`src/rtl/instr_loader.sv`:
```
// rtl/instr_loader.sv - boot loader: byte stream -> little-endian words -> instruction memory, core held in reset until done.
// Optional trailing XOR checksum byte when LOADER_CHECKSUM_EN is defined.
module instr_loader #(
  parameter int ADDR_WIDTH = 10
) (
  input  logic        clk,
  input  logic        rst,
  input  logic [7:0]  in_data,
  input  logic        in_valid,
  output logic        in_ready,
  output logic        mem_we,
  output logic [31:0] mem_addr,
  output logic [31:0] mem_wd,
  output logic        core_rst,
  output logic        done,
  output logic        error
);

  localparam logic [31:0]         CAPACITY = 32'd1 << ADDR_WIDTH;
  localparam logic [ADDR_WIDTH:0] IDX_ONE  = 1;

  typedef enum logic [2:0] {
    S_LEN,
    S_DATA,
`ifdef LOADER_CHECKSUM_EN
    S_CSUM,
`endif
    S_RUN,
    S_ERR
  } state_t;

  state_t                state, state_next;
  logic [1:0]            byte_cnt;
  logic [23:0]           shreg;
  logic [ADDR_WIDTH:0]   idx;
  logic [ADDR_WIDTH:0]   count;
  logic [ADDR_WIDTH:0]   idx_next;
  logic [31:0]           word;
  logic                  accept;
  logic                  last_byte;
`ifdef LOADER_CHECKSUM_EN
  logic [7:0]            csum;
`endif

  assign word      = {in_data, shreg};
  assign accept    = in_valid && in_ready;
  assign last_byte = (byte_cnt == 2'd3);
  assign idx_next  = idx + IDX_ONE;
  assign core_rst  = done;

  always_ff @(posedge clk or negedge rst) begin
    if (!rst) state <= S_LEN;
    else      state <= state_next;
  end

  always_comb begin
    state_next = state;
    in_ready   = 1'b0;
    error      = 1'b0;
    case (state)
      S_LEN: begin
        in_ready = 1'b1;
        if (accept && last_byte) begin
          if (word > CAPACITY) state_next = S_ERR;
`ifdef LOADER_CHECKSUM_EN
          else if (word == 32'd0) state_next = S_CSUM;
`else
          else if (word == 32'd0) state_next = S_RUN;
`endif
          else state_next = S_DATA;
        end
      end
      S_DATA: begin
        in_ready = 1'b1;
        if (accept && last_byte && idx_next == count) begin
`ifdef LOADER_CHECKSUM_EN
          state_next = S_CSUM;
`else
          state_next = S_RUN;
`endif
        end
      end
`ifdef LOADER_CHECKSUM_EN
      S_CSUM: begin
        in_ready = 1'b1;
        if (accept) state_next = (in_data == csum) ? S_RUN : S_ERR;
      end
`endif
      S_ERR:   error = 1'b1;
      default: ;
    endcase
  end

  // done is registered so release trails the final write strobe by one cycle
  always_ff @(posedge clk or negedge rst) begin
    if (!rst) begin
      byte_cnt <= 2'd0;
      shreg    <= 24'd0;
      idx      <= '0;
      count    <= '0;
      mem_we   <= 1'b0;
      mem_addr <= 32'd0;
      mem_wd   <= 32'd0;
      done     <= 1'b0;
`ifdef LOADER_CHECKSUM_EN
      csum     <= 8'd0;
`endif
    end else begin
      mem_we <= 1'b0;
      done   <= (state == S_RUN);
      if (accept) begin
        byte_cnt <= byte_cnt + 2'd1;
        shreg    <= {in_data, shreg[23:8]};
        if (state == S_LEN && last_byte) count <= word[ADDR_WIDTH:0];
        if (state == S_DATA) begin
`ifdef LOADER_CHECKSUM_EN
          csum <= csum ^ in_data;
`endif
          if (last_byte) begin
            mem_we   <= 1'b1;
            mem_wd   <= word;
            mem_addr <= {{(30-ADDR_WIDTH){1'b0}}, idx[ADDR_WIDTH-1:0], 2'b00};
            idx      <= idx_next;
          end
        end
      end
    end
  end

endmodule

```
`config.mk`:
```
export PLATFORM = sky130hd
export DESIGN_NAME = instr_loader
export DESIGN_NICKNAME = d
export VERILOG_FILES = /design/src/rtl/instr_loader.sv
export SDC_FILE = /design/constraint.sdc
export NUM_CORES = 1
export LEC_CHECK = 0
export ABC_CLOCK_PERIOD_IN_PS = 2280
export BUFFER_PORTS_ARGS = -buffer_cell sky130_fd_sc_hd__buf_2
export CAP_MARGIN = 10
export CELL_PAD_IN_SITES_DETAIL_PLACEMENT = 1
export CELL_PAD_IN_SITES_GLOBAL_PLACEMENT = 1
export CORE_ASPECT_RATIO = 0.8
export CORE_MARGIN = 2
export CORE_UTILIZATION = 42
export DETAILED_ROUTE_END_ITERATION = 6
export GPL_TIMING_DRIVEN = 0
export PLACE_DENSITY_LB_ADDON = 0.1
export SLEW_MARGIN = 20
export SYNTH_ARGS = -nofsm -noshare
export SYNTH_HDL_FRONTEND = slang
export SYNTH_SLANG_ARGS = --single-unit
```
`constraint.sdc`:
```
create_clock -name clk -period 2.28 [get_ports clk]
set_input_delay 0.228 -clock clk [delete_from_list [all_inputs] [get_ports clk]]
set_output_delay 0.228 -clock clk [all_outputs]
set_load 0.01 [all_outputs]
```
After elaboration in Yosys (flattened, before gate mapping)
Index checks and enable logic that the tools add are counted.
Widths: inputs -> output; s select.
{"block": "word_totals", "reg_bits": 95, "word_cells": 40}
{"block": "classes", "n_addsub": 2, "order_cmp": 1, "eq_ne": 7, "n_mux": 10, "n_reduce_logical": 11}
{"op": "$gt 32x11->1 const B", "n": 1}
{"op": "$logic_not 32->1", "n": 1}
{"op": "$add 11x1->11 const B", "n": 1}
{"op": "$eq 11x11->1", "n": 1}
{"op": "$eq 3x2->1 const B", "n": 2}
{"op": "$mux 3", "n": 2}
{"op": "$pmux 3 s2", "n": 1}
{"op": "$reduce_and 3->1", "n": 2}
{"op": "$mux 1", "n": 5}
{"op": "$logic_and 1x1->1", "n": 4}
{"op": "$mux 2", "n": 2}
{"op": "$ne 2x2->1 const B", "n": 2}
{"op": "$eq 3x1->1 const B", "n": 1}
{"op": "$logic_not 3->1", "n": 1}
{"op": "$add 2x1->2 const B", "n": 1}
{"op": "$eq 2x2->1 const B", "n": 1}
{"op": "$reduce_and 2->1", "n": 1}
{"op": "$reduce_bool 2->1", "n": 1}
{"op": "$reduce_or 2->1", "n": 1}

Longest topological paths before layout
Gate-level depths: netlist of run 1.
{"block": "depth", "ltp_word": 8, "depth_mapped": 8, "mapped_depth_nobuf": 7}

Worst setup path after synthesis of run 1
OpenSTA, ideal clock, no wires.
{"block": "synth_path", "path_kind": "reg2reg", "startpoint": "reg idx[0]", "endpoint": "reg state[0]", "t_arrival_ns": 1.893, "required_time_ns": 2.159, "slack_ns": 0.266, "stages_incl_launch_ff": 9, "n_path_buf": 1, "cell_sequence": "dfrtp_1 > ha_1 > and4_1 > clkbuf_1 > a31o_2 > a22o_1 > a211oi_2 > o21ai_1 > a22o_1"}
{"block": "synth_via", "elab_chain_len": 5}
{"element": "from (decl)", "line_no": "35", "rtl": "logic [ADDR_WIDTH:0] idx;"}
{"element": "from (signal assigned)", "line_no": "123", "rtl": "idx <= idx_next;"}
{"element": "$add 11x1->11", "line_no": "48", "rtl": "assign idx_next = idx + IDX_ONE;"}
{"element": "$eq 11x11->1", "line_no": "75", "rtl": "if (accept && last_byte && idx_next == count) begin"}
{"element": "$logic_and 1x1->1", "line_no": "75"}
{"element": "$ne 2x2->1 (no source line)"}
{"element": "$reduce_and 3->1 (no source line)"}
{"element": "to (signal assigned)", "line_no": "53", "rtl": "else state <= state_next;"}
{"element": "to (decl)", "line_no": "32", "rtl": "state_t state, state_next;"}
No other way between the ends.
A chain may end at the register's enable or synchronous reset.

Worst setup path after layout of run 1
Ends and elaborated chain as after synthesis.

==> results.sh, run 1 <==
export IMPL_pin_count=80
export IMPL_cts_sinks=94
export IMPL_clkTransAtPathRegs_ps=70
export IMPL_area_growth_syn_to_layout_pct=21.6
export IMPL_clock_skew_final_ps=8.22
export IMPL_synth_commonest_cells="nand2_1 (214), dfrtp_1 (94), buf_4 (24)"
export IMPL_wl_microns=10500
export IMPL_yosysTopAreaCellShare=0.557
export IMPL_grt_setup_unrepaired="false"
export IMPL_ir_worst_vdd_v=0.000496
export IMPL_min_path_type="in2reg"
export IMPL_fmax_mhz=460
export IMPL_yosysMostFrequentCell="nand2_1"
export IMPL_die_width_microns=116
export IMPL_yosysWarnings=0
export IMPL_grt_pass1_wl_microns=17400
export IMPL_fin_total_pwr_mw=5.99
export IMPL_slew_viol_final=0
export IMPL_antenna_found_initial=0
export IMPL_swShare=0.343
export IMPL_switching_power_mw=2.05
export IMPL_yosysSeqAreaShare=0.557
export IMPL_internal_power_mw=3.94
export IMPL_track_usage=0.211
export IMPL_critPathTopFamily="simple AND/OR/NAND/NOR gates"
export IMPL_grt_overflow=0
export IMPL_critical_path_required_ps=2500
export IMPL_p_comb_frac=0.262
export IMPL_grt_max_degree=71
export IMPL_clockBufferDepth=2
export IMPL_vias=3344
export IMPL_slowest_delay_ps=510
export IMPL_io_buffers=57
export IMPL_worst_pin_slew_ps=610
export IMPL_gp_congestion=0.788
export IMPL_final_cell_area_sq_mm=0.00513
export IMPL_drc_errors=0
export IMPL_synth_edf_count=0
export IMPL_die_area_sq_mm=0.0109
export IMPL_power_leakage_nw=2.81
export IMPL_cts_root_buf="clkbuf_16"
export IMPL_cts_tree="built"
export IMPL_dp_cells=674
export IMPL_synth_cell_type_count=40
export IMPL_setup_viol=0
export IMPL_crit_slowest_cell="or4_1"
export IMPL_ys_async_sr_fraction=1.00
export IMPL_maxCapViolations=0
export IMPL_status="completed"
export IMPL_fin_crit_ps=2170
export IMPL_ys_ff_latch=94
export IMPL_grt_pass1_vias=3419
export IMPL_placed_area_sq_mm=0.00479
export IMPL_clkPwrFrac=0.278
export IMPL_start_util=0.434
export IMPL_insertion_delay_ps=340
export IMPL_path_class="reg2reg"
export IMPL_drive_above_1_share=0.222
export IMPL_power_density_mw_per_mm2=1170
export IMPL_diodes=0
export IMPL_cts_max_level=3
export IMPL_yosysTopAreaCell="dfrtp_1"
export IMPL_via_per_inst=4.85
export IMPL_worstSetupEndpointType="flop"
export IMPL_dp_hpwl_microns=7530
export IMPL_first_iter_violations=174
export IMPL_syn_inst=459
export IMPL_layout_cells_non_filler=690
export IMPL_numCtsBuffers=9
export IMPL_seq_power_share=0.460
export IMPL_synth_area_sq_mm=0.00422
export IMPL_core_rowCount=32
export IMPL_nets=562
export IMPL_syn_avg_cell_area_sq_um=9.20
export IMPL_cp_num_buf_inv=0
export IMPL_relSlewSlack=0.594
export IMPL_coreArea_sq_mm=0.00973
export IMPL_synth_main_ff_cell="dfrtp_1"
export IMPL_postRouteAntennaNets=0
export IMPL_finalCritPeriodShare=0.954
export IMPL_hold_viol=0
export IMPL_synthTopCellsByArea="dfrtp_1 (56%), nand2_1 (19%), buf_4 (4.3%), mux2_2 (2.9%), xnor2_1 (2.7%)"
export IMPL_crit_arrival_ps=2400
export IMPL_firstDrtPassIters=4
export IMPL_start_kind="flop"
export IMPL_die_y_microns=93.7
export IMPL_wl_per_cell_microns=15.3
export IMPL_worstPathCellList="ha_2 > nand4_1 > or4_1 > a21oi_1 > o31a_1 > o21ai_1 > a22o_1"
export IMPL_crit_path_max_fanout=6
-- cell type report --
| cell class | count | area [sq um] |
|---|---|---|
| clock inverters | 6 | 91.3 |
| clock buffers | 10 | 239 |
| multi-input cells | 339 | 1680 |
| well taps | 136 | 170 |
| fillers | 1174 | 4590 |
| repair buffers | 59 | 329 |
| inverters | 2 | 7.51 |
| flip-flops and latches | 94 | 2350 |
| plain buffers | 44 | 264 |
-- cells in the final DEF (no fill, tap or decap), types with 3 or more instances in the layout --
master     synthesis  routed
clkbuf_2           0       3
o211ai_1           3       3
clkbuf_1          15      12
xnor2_1           13      13
nand2_1          214     214
nor3_1             5       5
nand4_1            4       4
nor2_1             9       9
or4_1              3       3
mux2_2            11      11
a21oi_1            4       4
clkbuf_16          0       9
buf_2              4      60
conb_1             1      22
nor4_1             6       6
dfrtp_1           94      92
nand3_1            8       8
o21ai_0            3       3
xor2_1             9       9
buf_4             24      24
-- through the flow --
stage          utilization  hold WS (ps)  worst slack (ps)  setup TNS, ps
2_1_floorplan            -         -67.6               266              0
3_3_place_gp         0.489           452             -16.7          -64.6
3_5_place_dp         0.492           111              -113           -921
4_1_cts              0.528           101              17.3              0
5_1_grt              0.528           132              18.5              0
6_report             0.528           110               105              0
-- path summary, 6_finish.rpt --
| check | start | to | slack, ps | cells after the start |
|---|---|---|---|---|
| min | in_data[0] | mem_wd[24] | 110 | 3 |
| min in group asynchronous | rst | mem_wd[20] | 310 | 2 |
| max | idx[0] | state[0] | 110 | 7 |
| max reg2reg | idx[0] | state[0] | 110 | 7 |
| min reg2reg | mem_wd[1] | mem_wd[1] | 470 | 2 |
| max in group asynchronous | rst | idx[0] | 1310 | 3 |
-- registers in the layout, indices dropped and copies added, names as in the netlist --
signal,count
byte_cnt,2
core_rst,1
count,11
idx,11
mem_addr,10
mem_wd,32
mem_we,1
shreg,24
state,2
-- power by group through the flow --
stage               sequential (mW)  combinational [mW]  clock, mW
floorplan                      2.71               0.951          0
global placement               2.75                1.48          0
detailed placement             2.77                1.57          0
CTS                            2.76                1.59       1.69
global route                   2.83                1.77       1.76
finish                         2.76                1.57       1.66
-- worst min-delay path, cell delays in order --
cell and delay, ps:
buf_2 100, nand2_1 50, nand2_1 40
-- timing repair --
action | 4_1_cts | 5_1_grt
hold endpoints to repair | 24 | 0
setup endpoints to repair | 11 | 16
pin swaps | 0 | 0
setup buffers | 0 | 0
hold buffers | 1 | 0
resized for setup | 2 | 6
-- metal layers --
| metal | up-vias | share of wire | global-route usage | wire length (microns) |
|---|---|---|---|---|
| met5 | - | 0 | 0 | 0 |
| li1 | 1596 | - | - | - |
| met1 | 1660 | 0.50 | 0.303 | 5250 |
| met4 | 0 | 0.010 | 0.0476 | 108 |
| met2 | 77 | 0.44 | 0.330 | 4670 |
| met3 | 11 | 0.049 | 0.0439 | 521 |
-- kinds of logic after synthesis --
logic type / share of synthesized area
AOI/OAI and AO/OA: 0.0296
and+or+nand+nor: 0.261
adders and majority gates: 0.00593
DFF: 0.557
xor gates and xnor gates: 0.0513
other: 0.000888
buffers and inverters: 0.0643
muxes: 0.0293
Note: power is estimated with default switching activity, not from simulation.
==> run 2, diff against run 1 <==
- HOLD_SLACK_MARGIN: not set -> 0.15
==> run 2 against run 1 <==
- routed wire length up 1.2%
- die area unchanged
- hold slack better by 66 ps
- combinational power about the same
- non-clock buffer count up 7
- sequential power about the same
- critical endpoint unchanged
- highest routed layer unchanged
==> results.sh, run 2 (synthesis gave the netlist of run 1 again) <==
export IMPL_status="completed"
export IMPL_track_usage=0.213
export IMPL_start_kind="flop"
export IMPL_numCtsBuffers=9
export IMPL_relSlewSlack=0.595
export IMPL_cts_sinks=94
export IMPL_power_leakage_nw=2.84
export IMPL_clkTransAtPathRegs_ps=70
export IMPL_worstPathCellList="ha_2 > nand4_1 > or4_1 > a21oi_1 > o31a_1 > o21ai_1 > a22o_1"
export IMPL_timing_hold_ws_ps=176
export IMPL_die_y_microns=93.7
export IMPL_fin_crit_ps=2180
export IMPL_placed_area_sq_mm=0.00479
export IMPL_power_density_mw_per_mm2=1150
export IMPL_hold_viol=0
export IMPL_crit_path_max_fanout=6
export IMPL_min_path_type="in2reg"
export IMPL_gp_congestion=0.788
export IMPL_grt_max_degree=71
export IMPL_regMostFlops="mem_wd"
export IMPL_worstSetupEndpointType="flop"
export IMPL_start_util=0.434
export IMPL_setup_viol=0
export IMPL_antenna_found_initial=0
export IMPL_critPathTopFamily="simple AND/OR/NAND/NOR gates"
export IMPL_grt_overflow=0
export IMPL_core_rowCount=32
export IMPL_final_cell_area_sq_mm=0.00520
export IMPL_dp_hpwl_microns=7530
export IMPL_cts_max_level=3
export IMPL_first_iter_violations=155
export IMPL_die_area_sq_mm=0.0109
export IMPL_grt_pass1_wl_microns=17600
export IMPL_nets=569
export IMPL_via_per_inst=4.85
export IMPL_postRouteAntennaNets=0
export IMPL_slowest_delay_ps=510
export IMPL_largest_register_ffs=32
export IMPL_top_regs="mem_wd: 32 flops, shreg: 24 flops"
export IMPL_clock_skew_final_ps=8.16
export IMPL_cts_tree="built"
export IMPL_area_growth_syn_to_layout_pct=23.3
export IMPL_worst_pin_slew_ps=607
export IMPL_final_cell_mix="nand2_1 (214), dfrtp_1 (92), buf_2 (60)"
export IMPL_wl_microns=10700
export IMPL_ir_worst_vdd_v=0.000496
export IMPL_drive_above_1_share=0.219
export IMPL_firstDrtPassIters=4
export IMPL_cp_num_buf_inv=0
export IMPL_io_buffers=57
export IMPL_critical_path_required_ps=2500
export IMPL_crit_arrival_ps=2410
export IMPL_final_common_cell="nand2_1"
export IMPL_postCtsSetupBuffers=0
export IMPL_fmax_mhz=458
export IMPL_fill_cells=1174
export IMPL_clockBufferDepth=2
export IMPL_grt_setup_unrepaired="false"
export IMPL_path_class="reg2reg"
export IMPL_grt_pass1_vias=3454
export IMPL_slew_viol_final=0
export IMPL_cts_root_buf="clkbuf_16"
export IMPL_coreArea_sq_mm=0.00973
export IMPL_wl_per_cell_microns=15.3
export IMPL_vias=3383
export IMPL_die_width_microns=116
export IMPL_diodes=0
export IMPL_insertion_delay_ps=340
export IMPL_drc_errors=0
export IMPL_crit_slowest_cell="or4_1"
export IMPL_finalCritPeriodShare=0.957
export IMPL_pin_count=80
export IMPL_maxCapViolations=0
==> run 2: stage by stage <==
| step | util | std cells | setup TNS, ps | power (mW) | worst slack [ps] |
|---|---|---|---|---|---|
| 3_5_place_dp | 0.492 | 674 | -921 | 4.34 | -113 |
| 3_3_place_gp | 0.489 | 673 | -64.6 | 4.23 | -16.7 |
| 6_report | 0.535 | 697 | 0 | 6.00 | 97.2 |
| 5_1_grt | 0.535 | 697 | 0 | 6.38 | 18.5 |
| 4_1_cts | 0.535 | 698 | 0 | 6.05 | 17.3 |
| 2_1_floorplan | - | 480 | 0 | 3.66 | 266 |
==> run 2: layout make-up <==
| class | instances | area, sq um | share of cell area |
|---|---|---|---|
| sequential | 94 | 2350 | 0.452 |
| multi-input combinational | 339 | 1680 | 0.323 |
| timing repair buffer | 66 | 399 | 0.0767 |
| buffer | 44 | 264 | 0.0507 |
| clock buffer | 10 | 239 | 0.0459 |
| tap | 136 | 170 | 0.0327 |
| clock inverter | 6 | 91.3 | 0.0175 |
| inverter | 2 | 7.51 | 0.00144 |
==> run 2: tightest hold or removal path, stage by stage <==
cell and delay, ps:
buf_2 140, nand2_1 70, nand2_1 40
==> run 2: layer usage <==
layer  vias up  routed length, microns  global-route usage
li1       1612                       -                   -
met1      1680                    5350               0.304
met2        80                    4750               0.336
met3        11                     460              0.0426
met4         0                     108              0.0476
met5         -                       0                   0
==> run 2: final timing paths <==
kind | from | to | slack [ps] | cells past startpoint
min in group asynchronous | rst | mem_wd[20] | 310 | 2
worst min register to register | mem_wd[1] | mem_wd[1] | 470 | 2
worst max-delay path | idx[0] | state[0] | 100 | 7
max in group asynchronous | rst | idx[0] | 1310 | 3
worst min-delay path | in_data[7] | shreg[23] | 180 | 3
worst max register to register | idx[0] | state[0] | 100 | 7
==> run 2: report_power, final <==
part	internal (mW)	switching, mW	total, mW
registers	2.22	0.541	2.76
clock network	0.999	0.662	1.66
logic	0.724	0.857	1.58
==> run 2: what timing repair did <==
action	4_1_cts	5_1_grt
resized for setup	2	6
setup endpoints to repair	11	17
endpoints found under the hold margin	108	0
hold buffers	8	0
==> run 3, diff against run 2 <==
- ABC_AREA: not set -> 1
- CORE_UTILIZATION: 42 -> 41
==> run 3 against run 2 <==
- synthesized area fell by 0.71%
- clock skew barely moved
- routed wire length rose by 6.2%
- core utilization fell by 1.6 points
- sequential share of layout area rose by 0.94 points
- largest cell class unchanged
- via count rose by 3.2%
- register-to-register slack improved by 170 ps
- clock power barely moved
- final cell count rose by 2.6%
- non-clock buffer count fell by 12
- clock-buffer cell count rose by 2
==> results.sh, run 3 <==
export IMPL_synth_commonest_cells="nand2_1 (141), dfrtp_1 (94), o21ai_0 (84)"
export IMPL_via_per_inst=4.88
export IMPL_synth_cell_type_count=28
export IMPL_postCtsSetupBuffers=0
export IMPL_finalCritPeriodShare=0.882
export IMPL_grt_overflow=0
export IMPL_die_area_sq_mm=0.0111
export IMPL_synth_main_ff_cell="dfrtp_1"
export IMPL_first_iter_violations=133
export IMPL_path_class="reg2reg"
export IMPL_core_rowCount=32
export IMPL_ys_async_sr_fraction=1.00
export IMPL_ys_ff_latch=94
export IMPL_worstPathCellList="ha_1 > nand2_2 > nor2_2 > nand2_1 > nand2_2 > nand2_1 > nand2_1 > nand2_1 > nor2_2 > nand3_2 > o21bai_2 > nand2_1 > nand2_1"
export IMPL_gp_congestion=0.823
export IMPL_numCtsBuffers=9
export IMPL_final_common_cell="nand2_1"
export IMPL_crit_slowest_cell="dfrtp_1"
export IMPL_grt_max_degree=68
export IMPL_firstDrtPassIters=4
export IMPL_fmax_mhz=497
export IMPL_power_leakage_nw=2.55
export IMPL_hold_viol=0
export IMPL_yosysWarnings=0
export IMPL_top_regs="mem_wd: 32 flops, shreg: 24 flops"
export IMPL_dp_hpwl_microns=8250
export IMPL_clkTransAtPathRegs_ps=70
export IMPL_path_common_cell="nand2_1"
export IMPL_yosysSeqAreaShare=0.561
export IMPL_min_from="in_data[3]"
export IMPL_p_comb_frac=0.030
export IMPL_cts_max_level=3
export IMPL_cts_root_buf="clkbuf_16"
export IMPL_synth_edf_count=0
export IMPL_nets=588
export IMPL_synthTopCellsByArea="dfrtp_1 (56%), nand2_1 (13%), o21ai_0 (10%), inv_1 (4.5%), buf_4 (4.1%)"
export IMPL_area_growth_syn_to_layout_pct=21.5
export IMPL_grt_setup_unrepaired="false"
export IMPL_wl_microns=11300
export IMPL_yosysTopAreaCellShare=0.561
export IMPL_syn_avg_cell_area_sq_um=8.66
export IMPL_cts_hold_buf=1
export IMPL_final_cell_area_sq_mm=0.00509
export IMPL_cts_tree="built"
export IMPL_status="completed"
export IMPL_worst_pin_slew_ps=576
export IMPL_coreArea_sq_mm=0.00981
export IMPL_slowest_delay_ps=500
export IMPL_vias=3490
export IMPL_critical_path_required_ps=2550
export IMPL_crit_arrival_ps=2290
export IMPL_clock_skew_final_ps=7.85
export IMPL_crit_path_max_fanout=6
export IMPL_seq_power_share=0.487
export IMPL_start_kind="flop"
export IMPL_wl_per_cell_microns=15.8
export IMPL_tns_ps=0
export IMPL_setup_viol=0
export IMPL_slew_viol_final=0
export IMPL_drc_errors=0
export IMPL_insertion_delay_ps=340
export IMPL_yosysMostFrequentCell="nand2_1"
export IMPL_r2r_end="state[1]"
export IMPL_clockBufferDepth=2
export IMPL_drive_above_1_share=0.206
export IMPL_switching_power_uw=701
export IMPL_worstSetupEndpointType="flop"
export IMPL_cts_sinks=94
export IMPL_relSlewSlack=0.616
export IMPL_postRouteAntennaNets=0
export IMPL_yosysTopAreaCell="dfrtp_1"
export IMPL_pin_count=80
export IMPL_final_cell_mix="nand2_1 (141), dfrtp_1 (94), o21ai_0 (84)"
export IMPL_hold_depth=3
export IMPL_ir_worst_vdd_v=0.000415
export IMPL_rrSetupSlack_ps=270
export IMPL_die_width_microns=117
export IMPL_die_y_microns=94.4
export IMPL_critPathTopFamily="simple AND/OR/NAND/NOR gates"
export IMPL_swShare=0.205
export IMPL_min_path_type="in2reg"
export IMPL_start_util=0.427
export IMPL_cp_num_buf_inv=0
export IMPL_largest_register_ffs=32
export IMPL_power_density_mw_per_mm2=672
export IMPL_track_usage=0.224
export IMPL_reg2reg_from="idx[0]"
export IMPL_regMostFlops="mem_wd"
export IMPL_syn_inst=484
export IMPL_grt_pass1_vias=3711
export IMPL_antenna_found_initial=0
export IMPL_reg2reg_depth=13
export IMPL_fin_crit_ps=2010
export IMPL_placed_area_sq_mm=0.00476
export IMPL_grt_pass1_wl_microns=18800
export IMPL_synth_area_sq_mm=0.00419
export IMPL_io_buffers=57
export IMPL_hold_path_end="mem_wd[27]"
export IMPL_clkPwrFrac=0.483
export IMPL_cts_resized_gates=0
export IMPL_internal_power_mw=2.72
export IMPL_diodes=0
export IMPL_maxCapViolations=0
-- run 3: area by class of cell --
cell class | count | area, sq um
Clock buffer | 12 | 256
Sequential cell | 94 | 2350
Multi-Input combinational cell | 319 | 1490
Buffer | 39 | 234
Clock inverter | 3 | 67.6
Timing Repair Buffer | 59 | 329
Fill cell | 1197 | 4720
Tap cell | 136 | 170
Inverter | 53 | 199
-- run 3: layer usage --
| layer | vias to the layer above | wire [microns] | track usage |
|---|---|---|---|
| li1 | 1668 | - | - |
| met1 | 1731 | 5270 | 0.298 |
| met2 | 76 | 5420 | 0.370 |
| met3 | 15 | 445 | 0.0494 |
| met4 | 0 | 193 | 0.0647 |
| met5 | - | 0 | 0 |
-- run 3: logic make-up after synthesis --
logic type,synth area share
simple gates,0.205
fa+ha+maj,0.00597
other cells,0.000895
xor+xnor,0.00836
mux,0.00269
compound gates,0.113
flops,0.561
buf+inv,0.103
-- run 3: how the worst max path moves through the flow --
stage | to | cells past startpoint | start
after floorplan | state[1] | 10 | idx[0]
after global placement | mem_wd[18] | 1 | rst
after detailed placement | mem_addr[3] | 7 | byte_cnt[0]
after CTS | mem_wd[23] | 8 | byte_cnt[0]
after global routing | state[0] | 13 | idx[0]
final | state[1] | 13 | idx[0]
-- run 3: worst reg2reg max path, delay by kind of cell (launching register included) --
family                     cells  cell delay [ps]
and+or+nand+nor               11             1030
DFF                            1              500
AOI/OAI and AO/OA              1              160
adders and majority gates      1              250
-- run 3: power by group through the flow --
| stage | sequential (mW) | clock, mW | combinational, mW |
|---|---|---|---|
| floorplan | 1.70 | 0 | 0.0490 |
| global placement | 1.70 | 0 | 0.0944 |
| detailed placement | 1.70 | 0 | 0.103 |
| CTS | 1.67 | 1.67 | 0.105 |
| global route | 1.67 | 1.74 | 0.118 |
| finish | 1.67 | 1.65 | 0.104 |
-- run 3: per-stage QoR --
stage | power, mW | setup WS, ps | hold WS [ps] | instances | util
after floorplan | 1.75 | 692 | -67.6 | 505 | -
after CTS | 3.45 | 284 | 171 | 715 | 0.519
after global routing | 3.52 | 107 | 195 | 715 | 0.519
final | 3.42 | 269 | 179 | 715 | 0.519
after global placement | 1.79 | 24.3 | 452 | 698 | 0.482
after detailed placement | 1.80 | 296 | 119 | 699 | 0.485
